### src/rtl/tk_pkg.sv
// Shared time-field widths, limits and CTO bit offsets for the timekeeper,
// alarm and display blocks.
package tk_pkg;

  localparam int unsigned MIN_ONES_W = 4;
  localparam int unsigned MIN_TENS_W = 3;
  localparam int unsigned HOUR_W     = 5;

  localparam int unsigned MIN_ONES_MOD = 10;
  localparam int unsigned MIN_TENS_MOD = 6;
  localparam int unsigned HOUR_MOD     = 24;
  localparam int unsigned MIN_MAX      = 59;

  localparam logic [MIN_ONES_W-1:0] MIN_ONES_MAX = 4'd9;
  localparam logic [MIN_TENS_W-1:0] MIN_TENS_MAX = 3'd5;
  localparam logic [HOUR_W-1:0]     HOUR_MAX     = 5'd23;

  localparam int unsigned MIN_ONES_LSB = 0;
  localparam int unsigned MIN_TENS_LSB = 4;
  localparam int unsigned HOUR_LSB     = 7;
  localparam int unsigned DAY_LSB      = 12;

endpackage

### src/rtl/tk_mod_counter.sv
// Modulo-MOD field counter with synchronous clear and load; Carry flags the
// increment that wraps the field back to zero.
module tk_mod_counter #(
  parameter int unsigned MOD = 10,
  parameter int unsigned W   = 4
) (
  input  logic         Clk,
  input  logic         Clr,
  input  logic         Ld,
  input  logic [W-1:0] D,
  input  logic         Inc,
  output logic [W-1:0] Q,
  output logic         Carry
);

  localparam logic [W-1:0] TOP = W'(MOD - 1);

  assign Carry = Inc & (Q == TOP);

  always_ff @(posedge Clk) begin
    if (Clr)      Q <= '0;
    else if (Ld)  Q <= D;
    else if (Inc) Q <= (Q == TOP) ? '0 : Q + W'(1);
  end

endmodule

### src/rtl/timekeeper_param.sv
// Day/hour/minute timekeeper with prescaler, validated load and rollover pulses.
// Define TK_SECONDS_EN to add a BCD seconds field (Sec) ahead of the minutes.
module timekeeper_param
  import tk_pkg::*;
#(
  parameter int unsigned TICK_DIV  = 60,
  parameter int unsigned DAY_COUNT = 7,
  parameter int unsigned DAY_W     = 3
) (
  input  logic              Clk,
  input  logic              Clr,
  input  logic              En,
  input  logic              Ld,
  input  logic [12+DAY_W-1:0] CTI,
  output logic [12+DAY_W-1:0] CTO,
  output logic              Ld_err,
  output logic              Min_tick,
  output logic              Hr_tick,
  output logic              Day_tick
`ifdef TK_SECONDS_EN
  ,
  output logic [6:0]        Sec
`endif
);

  localparam int unsigned       PW      = (TICK_DIV > 1) ? $clog2(TICK_DIV) : 1;
  localparam logic [PW-1:0]     PRE_MAX = PW'(TICK_DIV - 1);
  localparam logic [DAY_W:0]    DAY_LIM = (DAY_W + 1)'(DAY_COUNT);

  logic [PW-1:0]         presc;
  logic                  cti_valid, ld_ok, base_tick;
  logic                  min_inc, ones_carry, tens_carry, hour_carry, day_carry_unused;
  logic [MIN_ONES_W-1:0] ones_q;
  logic [MIN_TENS_W-1:0] tens_q;
  logic [HOUR_W-1:0]     hour_q;
  logic [DAY_W-1:0]      day_q;

  assign cti_valid = (CTI[MIN_ONES_LSB +: MIN_ONES_W] <= MIN_ONES_MAX) &&
                     (CTI[MIN_TENS_LSB +: MIN_TENS_W] <= MIN_TENS_MAX) &&
                     (CTI[HOUR_LSB +: HOUR_W]         <= HOUR_MAX) &&
                     ({1'b0, CTI[DAY_LSB +: DAY_W]}   <  DAY_LIM);
  assign ld_ok     = Ld & cti_valid;
  // Any load, accepted or rejected, blocks counting that cycle.
  assign base_tick = En & (presc == PRE_MAX) & ~Ld & ~Clr;

  always_ff @(posedge Clk) begin
    if (Clr)                     presc <= '0;
    else if (Ld) begin
      if (cti_valid)             presc <= '0;
    end
    else if (En)                 presc <= (presc == PRE_MAX) ? '0 : presc + PW'(1);
  end

`ifdef TK_SECONDS_EN
  logic [3:0] sec_ones_q;
  logic [2:0] sec_tens_q;
  logic       sec_ones_carry;

  tk_mod_counter #(.MOD(10), .W(4)) u_sec_ones (
    .Clk(Clk), .Clr(Clr), .Ld(ld_ok), .D(4'd0), .Inc(base_tick),
    .Q(sec_ones_q), .Carry(sec_ones_carry)
  );
  tk_mod_counter #(.MOD(6), .W(3)) u_sec_tens (
    .Clk(Clk), .Clr(Clr), .Ld(ld_ok), .D(3'd0), .Inc(sec_ones_carry),
    .Q(sec_tens_q), .Carry(min_inc)
  );
  assign Sec = {sec_tens_q, sec_ones_q};
`else
  assign min_inc = base_tick;
`endif

  tk_mod_counter #(.MOD(MIN_ONES_MOD), .W(MIN_ONES_W)) u_min_ones (
    .Clk(Clk), .Clr(Clr), .Ld(ld_ok), .D(CTI[MIN_ONES_LSB +: MIN_ONES_W]),
    .Inc(min_inc), .Q(ones_q), .Carry(ones_carry)
  );
  tk_mod_counter #(.MOD(MIN_TENS_MOD), .W(MIN_TENS_W)) u_min_tens (
    .Clk(Clk), .Clr(Clr), .Ld(ld_ok), .D(CTI[MIN_TENS_LSB +: MIN_TENS_W]),
    .Inc(ones_carry), .Q(tens_q), .Carry(tens_carry)
  );
  tk_mod_counter #(.MOD(HOUR_MOD), .W(HOUR_W)) u_hour (
    .Clk(Clk), .Clr(Clr), .Ld(ld_ok), .D(CTI[HOUR_LSB +: HOUR_W]),
    .Inc(tens_carry), .Q(hour_q), .Carry(hour_carry)
  );
  tk_mod_counter #(.MOD(DAY_COUNT), .W(DAY_W)) u_day (
    .Clk(Clk), .Clr(Clr), .Ld(ld_ok), .D(CTI[DAY_LSB +: DAY_W]),
    .Inc(hour_carry), .Q(day_q), .Carry(day_carry_unused)
  );

  assign CTO = {day_q, hour_q, tens_q, ones_q};

  // Pulses are registered from the same carries that update the fields, so
  // they line up with the cycle CTO first shows the new value.
  always_ff @(posedge Clk) begin
    if (Clr) begin
      Ld_err   <= 1'b0;
      Min_tick <= 1'b0;
      Hr_tick  <= 1'b0;
      Day_tick <= 1'b0;
    end else begin
      Ld_err   <= Ld & ~cti_valid;
      Min_tick <= min_inc;
      Hr_tick  <= tens_carry;
      Day_tick <= hour_carry;
    end
  end

endmodule

### config.mk
export PLATFORM = sky130hd
export DESIGN_NAME = timekeeper_param
export DESIGN_NICKNAME = d
export VERILOG_FILES = /design/src/rtl/tk_pkg.sv /design/src/rtl/tk_mod_counter.sv /design/src/rtl/timekeeper_param.sv
export SDC_FILE = /design/constraint.sdc
export NUM_CORES = 1
export LEC_CHECK = 0
export BUFFER_PORTS_ARGS = -buffer_cell sky130_fd_sc_hd__buf_2
export CAP_MARGIN = 30
export CORE_MARGIN = 2
export CORE_UTILIZATION = 25
export CTS_BUF_LIST = sky130_fd_sc_hd__clkbuf_4
export CTS_CLUSTER_DIAMETER = 50
export DETAILED_ROUTE_END_ITERATION = 16
export GPL_TIMING_DRIVEN = 0
export MAX_ROUTING_LAYER = met4
export SLEW_MARGIN = 40
export SYNTH_ARGS = -nofsm -noshare
export SYNTH_HDL_FRONTEND = slang
export SYNTH_SLANG_ARGS = --single-unit
### constraint.sdc
create_clock -name Clk -period 1.9 [get_ports Clk]
set_input_delay 0.19 -clock Clk [delete_from_list [all_inputs] [get_ports Clk]]
set_output_delay 0.19 -clock Clk [all_outputs]
set_load 0.1 [all_outputs]
==> results of run 1 <==
-- where the power goes --
part	switching (W)	internal [W]
Clock	0.000167	0.0000967
Combinational	0.000228	0.0000741
Sequential	0.0000303	0.000546
-- worst register-to-register path, delay by kind of cell (launching register included) --
kind                   cells  cell delay, ns
and+or+nand+nor            3            1.12
AOI/OAI and AO/OA          1            0.08
buffers and inverters      1            0.14
DFF                        1            0.37
-- cells in the final DEF, fill, tap and decap left out, types with 2 or more instances in the layout --
master	netlist	routed
nand3_1	16	16
nand3b_1	2	2
a31oi_1	10	10
and2b_2	3	3
nor3b_1	2	2
nand2b_1	2	2
a41oi_1	2	2
xnor2_1	3	3
nor3_1	2	2
dfxtp_2	0	7
nand4b_1	2	2
nor2_1	5	5
clkbuf_8	2	2
buf_2	0	37
and4b_1	3	3
o211ai_1	2	2
or4_1	3	3
dfxtp_1	25	12
nand4bb_1	2	2
clkbuf_1	4	4
dfxtp_4	0	6
o21ai_0	13	13
buf_4	0	7
or3_1	4	4
nand4_1	4	4
nor2b_1	3	3
a21oi_1	10	10
clkbuf_4	0	4
nand2_1	12	12
inv_1	5	5
-- routing by layer --
| layer | up-vias | part of all wire, % | global-route usage (%) |
|---|---|---|---|
| li1 | 746 | - | - |
| met1 | 706 | 44 | 15.81 |
| met3 | 7 | 3.7 | 1.697 |
| met4 | 0 | 2.0 | 5.690 |
| met5 | - | 0 | - |
| met2 | 36 | 50 | 22.18 |
-- through the flow --
step / instances / total power, W / utilization (%)
finish: 287 / 0.001142 / 33.06
floorplan: 168 / 0.0008158 / -
global route: 287 / 0.001203 / 33.06
global placement: 277 / 0.0008868 / 31.63
CTS: 284 / 0.001160 / 32.58
detailed placement: 277 / 0.0008902 / 31.63
-- final cells by class --
type                            instances  area [sq um]  area share (%)
Inverter                                6         22.52           1.237
Multi-Input combinational cell        129         860.8           47.29
Sequential cell                        25         531.8           29.21
Tap cell                               72         90.09           4.948
Clock buffer                            4         30.03           1.649
Buffer                                  8         55.05           3.024
Timing Repair Buffer                   43         230.2           12.65
-- state kept, by name, summed over array words and instances, names as in the netlist --
signal,cells
Ld_err,1
Min_tick,1
Day_tick,1
u_hour.Q,5
u_min_ones.Q,4
presc,6
u_day.Q,3
Hr_tick,1
u_min_tens.Q,3
-- repair_timing --
item	CTS	global route
gates cloned	0	0
resized for setup	0	2
setup endpoints to repair	6	6
pin swaps	1	2
hold buffers	0	0
buffers inserted	3	3
-- how the worst max path moves through the flow --
stage	endpoint	slack [ns]	depth (start not counted)	startpoint
floorplan	u_day.Q[1]	-0.05	5	u_hour.Q[1]
global route	u_min_tens.Q[2]	-0.009	5	presc[1]
CTS	u_min_tens.Q[2]	0.004	5	presc[0]
detailed placement	u_day.Q[2]	-0.09	6	presc[0]
global placement	u_day.Q[2]	-0.08	6	presc[0]
finish	u_day.Q[1]	0.09	5	u_min_ones.Q[0]
-- cells by family (layout without fill, tap and decap cells) --
logic type	after synthesis	in the layout	synth area share (%)
and+or+nand+nor	74	74	32.87
adders and majority gates	2	2	1.753
DFF	25	25	35.06
buffers and inverters	14	61	5.696
AOI/OAI and AO/OA	49	49	22.09
muxes	1	1	0.7012
xor gates and xnor gates	3	3	1.841
==> flow_summary.yaml, run 1 <==
sta:
  finalCritPeriodShare_pct: 95.09
  max_freq_ghz: 0.5535
  fin_crit_ns: 1.807
  setup_viol: 0
  slew_headroom_pct: 67.00
  hold_slack_ns: 0.09398
  finalClockSkew_ns: 0.004523
  drv_slew: 0
  hold_viol: 0
  timing.final.ws_setup_ns: 0.09336
  fin_tns_setup_ns: 0
  worst_slew_pin_slew_ns: 0.4984
finish:
  areaGrowthSynthToFinish_pct: 27.52
  diodes: 0
  finalNetCount: 237
  design_area_sq_um: 1821
  drive_above_1_share_pct: 35.81
  fillCellCount: 608
min_path:
  hp-class: "in2reg"
  hold_depth: 3
  hold_path_startpoint: "CTI[11]"
  holdPathEnd: "u_hour.Q[4]"
route:
  dr.pass1.iters: 4
  viasPerCell: 5.209
  wire_per_inst_microns: 13.95
  drc: 0
  drt_iter0_markers: 44
  routed_wl_microns: 4005
  vias: 1495
  ant_nets: 0
synth:
  yosysWarnings: 0
  yosys.cell_count.top_type: "dfxtp_1"
  synth_edf_count: 0
  synth_ff_type: "dfxtp_1"
  synth.distinct_cells: 51
  yosysTopAreaCell: "dfxtp_1"
  ys_ff_latch: 25
  yosys-top-cells-area: "dfxtp_1 (35%), nand3_1 (5.6%), o21ai_0 (4.6%), a31oi_1 (4.4%), a21oi_1 (3.5%)"
  synth_nets: 189
  synth_top_area_share_pct: 35.06
  seq_area_frac_synth_pct: 35.06
  syn_avg_cell_area_sq_um: 8.498
  synth-async-reset-ratio_pct: 0
  syn_inst: 168
  syn_area_sq_um: 1428
  synth_common_cells: "dfxtp_1 (25), nand3_1 (16), o21ai_0 (13)"
die:
  dieArea_sq_um: 6331
  ios: 38
  dieHeight_microns: 79.57
  start_util_pct: 25.93
  coreArea_sq_um: 5507
  die_w_microns: 79.57
  core.rowCount: 27
worst_setup_path:
  cp.buffers_inverters: 1
  crit_chain: "buf_4 > nand4bb_1 > or4_1 > or4_1 > o311ai_1"
  ff2ff_setup_slack_ns: 0.09
  slowest_delay_ns: 0.51
  critPathCaptureType: "register"
  critPathMostFrequentCell: "or4_1"
  reg2reg_depth: 5
  crit_family: "simple AND/OR/NAND/NOR gates"
  setup.worst_path.class: "reg2reg"
  r2r_end: "u_day.Q[1]"
  crit_arrival_ns: 2.05
  crit_required_ns: 2.14
  critPathSlowestCell: "or4_1"
  startpoint_type: "register"
  r2r-start: "u_min_ones.Q[0]"
  crit_fanout: 8
grt:
  grt_max_degree: 14
  track_usage_pct: 13.19
  grt_antenna_before_repair: 0
  grt_pass1_vias: 1392
  gr-total-overflow: 0
  grt_pass1_wl_microns: 6534
run_status:
  status: "finished clean"
power_and_ir_drop:
  irDropWorstVdd_v: 0.0001968
  p_leak_nw: 0.6977
  powerDensity_nw_per_um2: 627.5
clocking:
  clk_pin_slew_ns: 0.14
  cts_buffers: 3
  ctsRootBufferMaster: "clkbuf_4"
  cts.sinks: 25
  clkLatencyLatePin_ns: 0.33
  cts_htree_levels: 1
  cts_buffer_depth: 2
  cts_tree: "built"
place:
  dpl_worst_slack_ns: -0.08936
  hpwl_microns: 2977
  gp_congestion: 0.8239
  io_buffers: 37
  placed_area_sq_um: 1742
flow_run:
  maxCapViolCount: 0
No activity file was read; power rests on OpenSTA's default activity.
==> run 2, diff against run 1 <==
--- a/config.mk
+++ b/config.mk
@@ -17,4 +17,5 @@
 export SLEW_MARGIN = 40
 export SYNTH_ARGS = -nofsm -noshare
 export SYNTH_HDL_FRONTEND = slang
+export SYNTH_HIERARCHICAL = 1
 export SYNTH_SLANG_ARGS = --single-unit
==> flow_summary.yaml, run 2 <==
worst_setup_path:
  setup.worst_path.class: "reg2reg"
  critPathCaptureType: "register"
  reg2reg_depth: 12
  crit_arrival_ns: 2.48
  crit_family: "simple AND/OR/NAND/NOR gates"
  critPathSlowestCell: "dfxtp_4"
  crit_chain: "ha_4 > nor2b_4 > nand3_4 > nor3_4 > nand2_2 > nor3_4 > and4b_2 > inv_2 > nor2_4 > inv_2 > a211o_1 > a221oi_2"
  ff2ff_setup_slack_ns: -0.33
  slowest_delay_ns: 0.39
  startpoint_type: "register"
  crit_required_ns: 2.15
  r2r_end: "u_day/Q[0]"
  cp.buffers_inverters: 2
  r2r-start: "presc[1]"
  crit_fanout: 4
route:
  drt_iter0_markers: 41
  ant_nets: 0
  drc: 0
  dr.pass1.iters: 4
  vias: 1278
  routed_wl_microns: 3394
  viasPerCell: 4.681
  wire_per_inst_microns: 12.43
die:
  coreArea_sq_um: 5172
  ios: 38
  start_util_pct: 26.15
  die_w_microns: 77.56
  dieArea_sq_um: 6015
  dieHeight_microns: 77.56
  core.rowCount: 26
grt:
  use_met1_pct: 16.30
  grt_util_met2_pct: 18.00
  grt_pass1_vias: 1194
  gr-total-overflow: 0
  grt.busiest_layer: "met2"
  grt_pass1_wl_microns: 5754
  grt_max_degree: 19
  track_usage_pct: 12.27
  grt_antenna_before_repair: 0
  use_met3_pct: 3.372
finish:
  top_regs: "presc: 6 flops, u_hour/Q: 5 flops, u_min_ones/Q: 4 flops"
  finalNetCount: 225
  final_util_pct: 35.75
  fin_cells: 273
  largest_register: "presc"
  drive_above_1_share_pct: 43.35
  diodes: 0
  final_cell_mix: "buf_2 (39), dfxtp_1 (20), buf_4 (16)"
  areaGrowthSynthToFinish_pct: 36.73
  largest_reg_flops: 6
  final_common_cell: "buf_2"
synth:
  synth_nets: 167
  yosysWarnings: 6
  syn_inst: 146
  syn_area_sq_um: 1353
  syn_avg_cell_area_sq_um: 9.264
flow_run:
  maxCapViolCount: 0
sta:
  hold_viol: 0
  setup_viol: 9
  worst_slew_pin_slew_ns: 0.5279
  fin_crit_ns: 2.228
  slew_headroom_pct: 64.77
  finalClockSkew_ns: 0.009152
  timing.final.ws_setup_ns: -0.3285
  max_freq_ghz: 0.4487
  drv_slew: 0
  finalCritPeriodShare_pct: 117.3
  rsz0062_at_grt: "yes"
clocking:
  cts_htree_levels: 1
  cts_buffers: 3
  clk_pin_slew_ns: 0.15
  cts_buffer_depth: 2
  ctsRootBufferMaster: "clkbuf_4"
  cts.sinks: 25
  cts_tree: "built"
  clkLatencyLatePin_ns: 0.33
power_and_ir_drop:
  irDropWorstVdd_v: 0.0002875
  p_leak_nw: 0.8200
  powerDensity_nw_per_um2: 612.8
place:
  dp_cells: 253
  gp_congestion: 0.7638
  hpwl_microns: 2381
  io_buffers: 37
  dpl_worst_slack_ns: -0.7070
min_path:
  holdPathEnd: "u_hour/Q[1]"
  hold_depth: 3
  hp-class: "in2reg"
  hold_path_startpoint: "CTI[8]"
run_status:
  status: "complete, but fails checks"
  violations: "setup timing"
-- run 2: how the worst max path moves through the flow --
| stage | from | to | slack, ns | cells after the start |
|---|---|---|---|---|
| after detailed placement | presc[1] | u_day/Q[0] | -0.71 | 12 |
| after global routing | presc[1] | u_day/Q[0] | -0.46 | 12 |
| final | presc[1] | u_day/Q[0] | -0.33 | 12 |
| after global placement | presc[1] | u_day/Q[0] | -0.68 | 12 |
| after CTS | presc[1] | u_day/Q[0] | -0.43 | 12 |
| after floorplan | presc[1] | u_day/Q[0] | -0.45 | 12 |
-- run 2: worst register-to-register path, cell delays in order, from the launching register on --
cell and delay (ns):
dfxtp_4 0.39, ha_4 0.13, nor2b_4 0.17, nand3_4 0.10, nor3_4 0.17, nand2_2 0.11
nor3_4 0.13, and4b_2 0.30, inv_2 0.06, nor2_4 0.11, inv_2 0.05, a211o_1 0.23
a221oi_2 0.20
-- run 2: timing repair --
item	CTS	global route
resized for setup	3	2
cloned	0	0
buffers inserted	10	7
endpoints found under the setup margin	12	14
hold buffers	0	0
pin swaps	6	7
-- run 2: power breakdown --
group / switching (W) / leakage, nW / internal [W]
Combinational: 0.000229 / 0.596 / 0.0000768
Clock: 0.000170 / 0.0177 / 0.0000790
Sequential: 0.0000311 / 0.207 / 0.000548
Total: 0.000430 / 0.820 / 0.000703
-- run 2: area by class of cell --
type | instances | area [sq um]
inverters | 13 | 48.80
well taps | 70 | 87.58
clock buffers | 3 | 22.52
multi-input cells | 106 | 858.3
flip-flops and latches | 25 | 511.7
fillers | 539 | 3323
plain buffers | 2 | 10.01
repair buffers | 53 | 305.3
clock inverters | 1 | 5.005
-- run 2: stage by stage --
stage	power (W)	instance area, sq um	hold slack [ns]	TNS, ns
6_report	0.001133	1849	0.09140	-2.188
5_1_grt	0.001191	1849	0.1013	-3.598
2_1_floorplan	0.0008244	1413	0.2546	-2.375
3_5_place_dp	0.0008968	1685	0.4579	-4.774
3_3_place_gp	0.0008944	1685	0.4399	-4.506
4_1_cts	0.001142	1794	0.09036	-2.906
-- run 2: layer usage --
layer | up-vias | wire length (microns) | share of wire [%]
li1 | 659 | - | -
met1 | 587 | 1661 | 49
met2 | 28 | 1544 | 45
met3 | 4 | 143 | 4.2
met4 | 0 | 45 | 1.3
met5 | - | 0 | 0
==> run 3, diff against run 2 <==
--- a/config.mk
+++ b/config.mk
@@ -17,5 +17,5 @@
 export SLEW_MARGIN = 40
 export SYNTH_ARGS = -nofsm -noshare
 export SYNTH_HDL_FRONTEND = slang
-export SYNTH_HIERARCHICAL = 1
 export SYNTH_SLANG_ARGS = --single-unit
+export TNS_END_PERCENT = 1
==> flow_summary.yaml, run 3 (synthesized netlist as in run 1, its figures left out) <==
run_status:
  status: "finished clean"
finish:
  final_common_cell: "buf_2"
  top_regs: "presc: 6 flops, u_hour.Q: 5 flops, u_min_ones.Q: 4 flops"
  fillCellCount: 601
  largest_reg_flops: 6
  largest_register: "presc"
  diodes: 0
  areaGrowthSynthToFinish_pct: 26.73
  drive_above_1_share_pct: 35.68
  finalNetCount: 235
  final_cell_mix: "buf_2 (37), nand3_1 (16), o21ai_0 (13)"
worst_setup_path:
  reg2reg_depth: 5
  crit_arrival_ns: 2.09
  ff2ff_setup_slack_ns: 0.05
  setup.worst_path.class: "reg2reg"
  r2r_end: "u_day.Q[1]"
  startpoint_type: "register"
  crit_fanout: 5
  critPathCaptureType: "register"
  r2r-start: "u_hour.Q[0]"
  crit_required_ns: 2.15
min_path:
  hp-class: "in2reg"
  hold_path_startpoint: "CTI[11]"
  holdPathEnd: "u_hour.Q[4]"
  hold_depth: 3
clocking:
  cts_buffer_depth: 2
  clk_pin_slew_ns: 0.14
  cts_htree_levels: 1
  cts_buffers: 3
  cts_tree: "built"
  clkLatencyLatePin_ns: 0.33
  cts.sinks: 25
  ctsRootBufferMaster: "clkbuf_4"
die:
  start_util_pct: 25.93
  core.rowCount: 27
  dieArea_sq_um: 6331
  ios: 38
  dieHeight_microns: 79.57
  coreArea_sq_um: 5507
  die_w_microns: 79.57
grt:
  grt_antenna_before_repair: 0
  grt_pass1_wl_microns: 6527
  gr-total-overflow: 0
  grt_max_degree: 14
  grt_pass1_vias: 1388
  track_usage_pct: 13.17
flow_run:
  maxCapViolCount: 0
power_and_ir_drop:
  irDropWorstVdd_v: 0.0001964
  powerDensity_nw_per_um2: 631.6
  power.total_w: 0.001143
  p_leak_nw: 0.6885
route:
  ant_nets: 0
  drt_iter0_markers: 39
  drc: 0
  wire_per_inst_microns: 13.84
  viasPerCell: 5.165
  vias: 1472
  routed_wl_microns: 3943
  dr.pass1.iters: 4
sta:
  fin_crit_ns: 1.848
  max_freq_ghz: 0.5411
  rsz0062_at_grt: "yes"
  hold_slack_ns: 0.09231
  hold_viol: 0
  finalCritPeriodShare_pct: 97.27
  drv_slew: 0
  setup_viol: 0
  worst_slew_pin_slew_ns: 0.4983
  finalClockSkew_ns: 0.003911
  slew_headroom_pct: 67.01
place:
  hpwl_microns: 2977
  gp_congestion: 0.8239
  io_buffers: 37
run 3: critical path: stages, from the launching register on:
cell and delay [ns]:
dfxtp_4 0.40, ha_4 0.14, nand4b_1 0.19, or4_4 0.47, or4_1 0.49, o311ai_1 0.08
run 3: final cells by class:
class                           instances  area, sq um  share of cell area, %
Tap cell                               72        90.09                  4.979
Timing Repair Buffer                   41        215.2                  11.89
Clock buffer                            4        30.03                  1.660
Multi-Input combinational cell        129        864.6                  47.79
Buffer                                  8        55.05                  3.043
Sequential cell                        25        531.8                  29.39
Inverter                                6        22.52                  1.245
run 3: routing by layer:
layer	track usage (%)	share of wire [%]	up-vias
li1	-	-	742
met1	15.81	45	699
met2	22.10	50	24
met3	1.697	2.9	7
met4	5.690	2.1	0
met5	-	0	-
run 3: report_power, final:
group	internal, W	switching (W)
Sequential	0.000546	0.0000302
Combinational	0.0000740	0.000227
Clock	0.0000967	0.000168
Total	0.000717	0.000426
run 3: how the worst max path moves through the flow:
stage / from / endpoint / slack (ns) / cells after the start
floorplan: u_hour.Q[1] / u_day.Q[1] / -0.05 / 5
global placement: presc[0] / u_day.Q[2] / -0.08 / 6
detailed placement: presc[0] / u_day.Q[2] / -0.09 / 6
CTS: u_hour.Q[0] / u_day.Q[1] / -0.02 / 5
global route: presc[1] / u_min_tens.Q[2] / -0.06 / 5
finish: u_hour.Q[0] / u_day.Q[1] / 0.05 / 5
run 3: what timing repair did:
item                       CTS  global route
hold buffers                 0             0
setup endpoints to repair    6             6
buffers inserted             2             2
resized for setup            1             2
pin swaps                    1             0
run 3: per-stage QoR:
stage | area [sq um] | instances | TNS (ns) | worst slack, ns | util [%]
finish | 1809 | 285 | 0 | 0.05188 | 32.86
global route | 1809 | 285 | -0.07615 | -0.05852 | 32.86
CTS | 1790 | 283 | -0.02313 | -0.02313 | 32.52
detailed placement | 1742 | 277 | -0.2490 | -0.08936 | 31.63
global placement | 1742 | 277 | -0.2716 | -0.08321 | 31.63
floorplan | 1466 | 168 | -0.05226 | -0.05226 | -
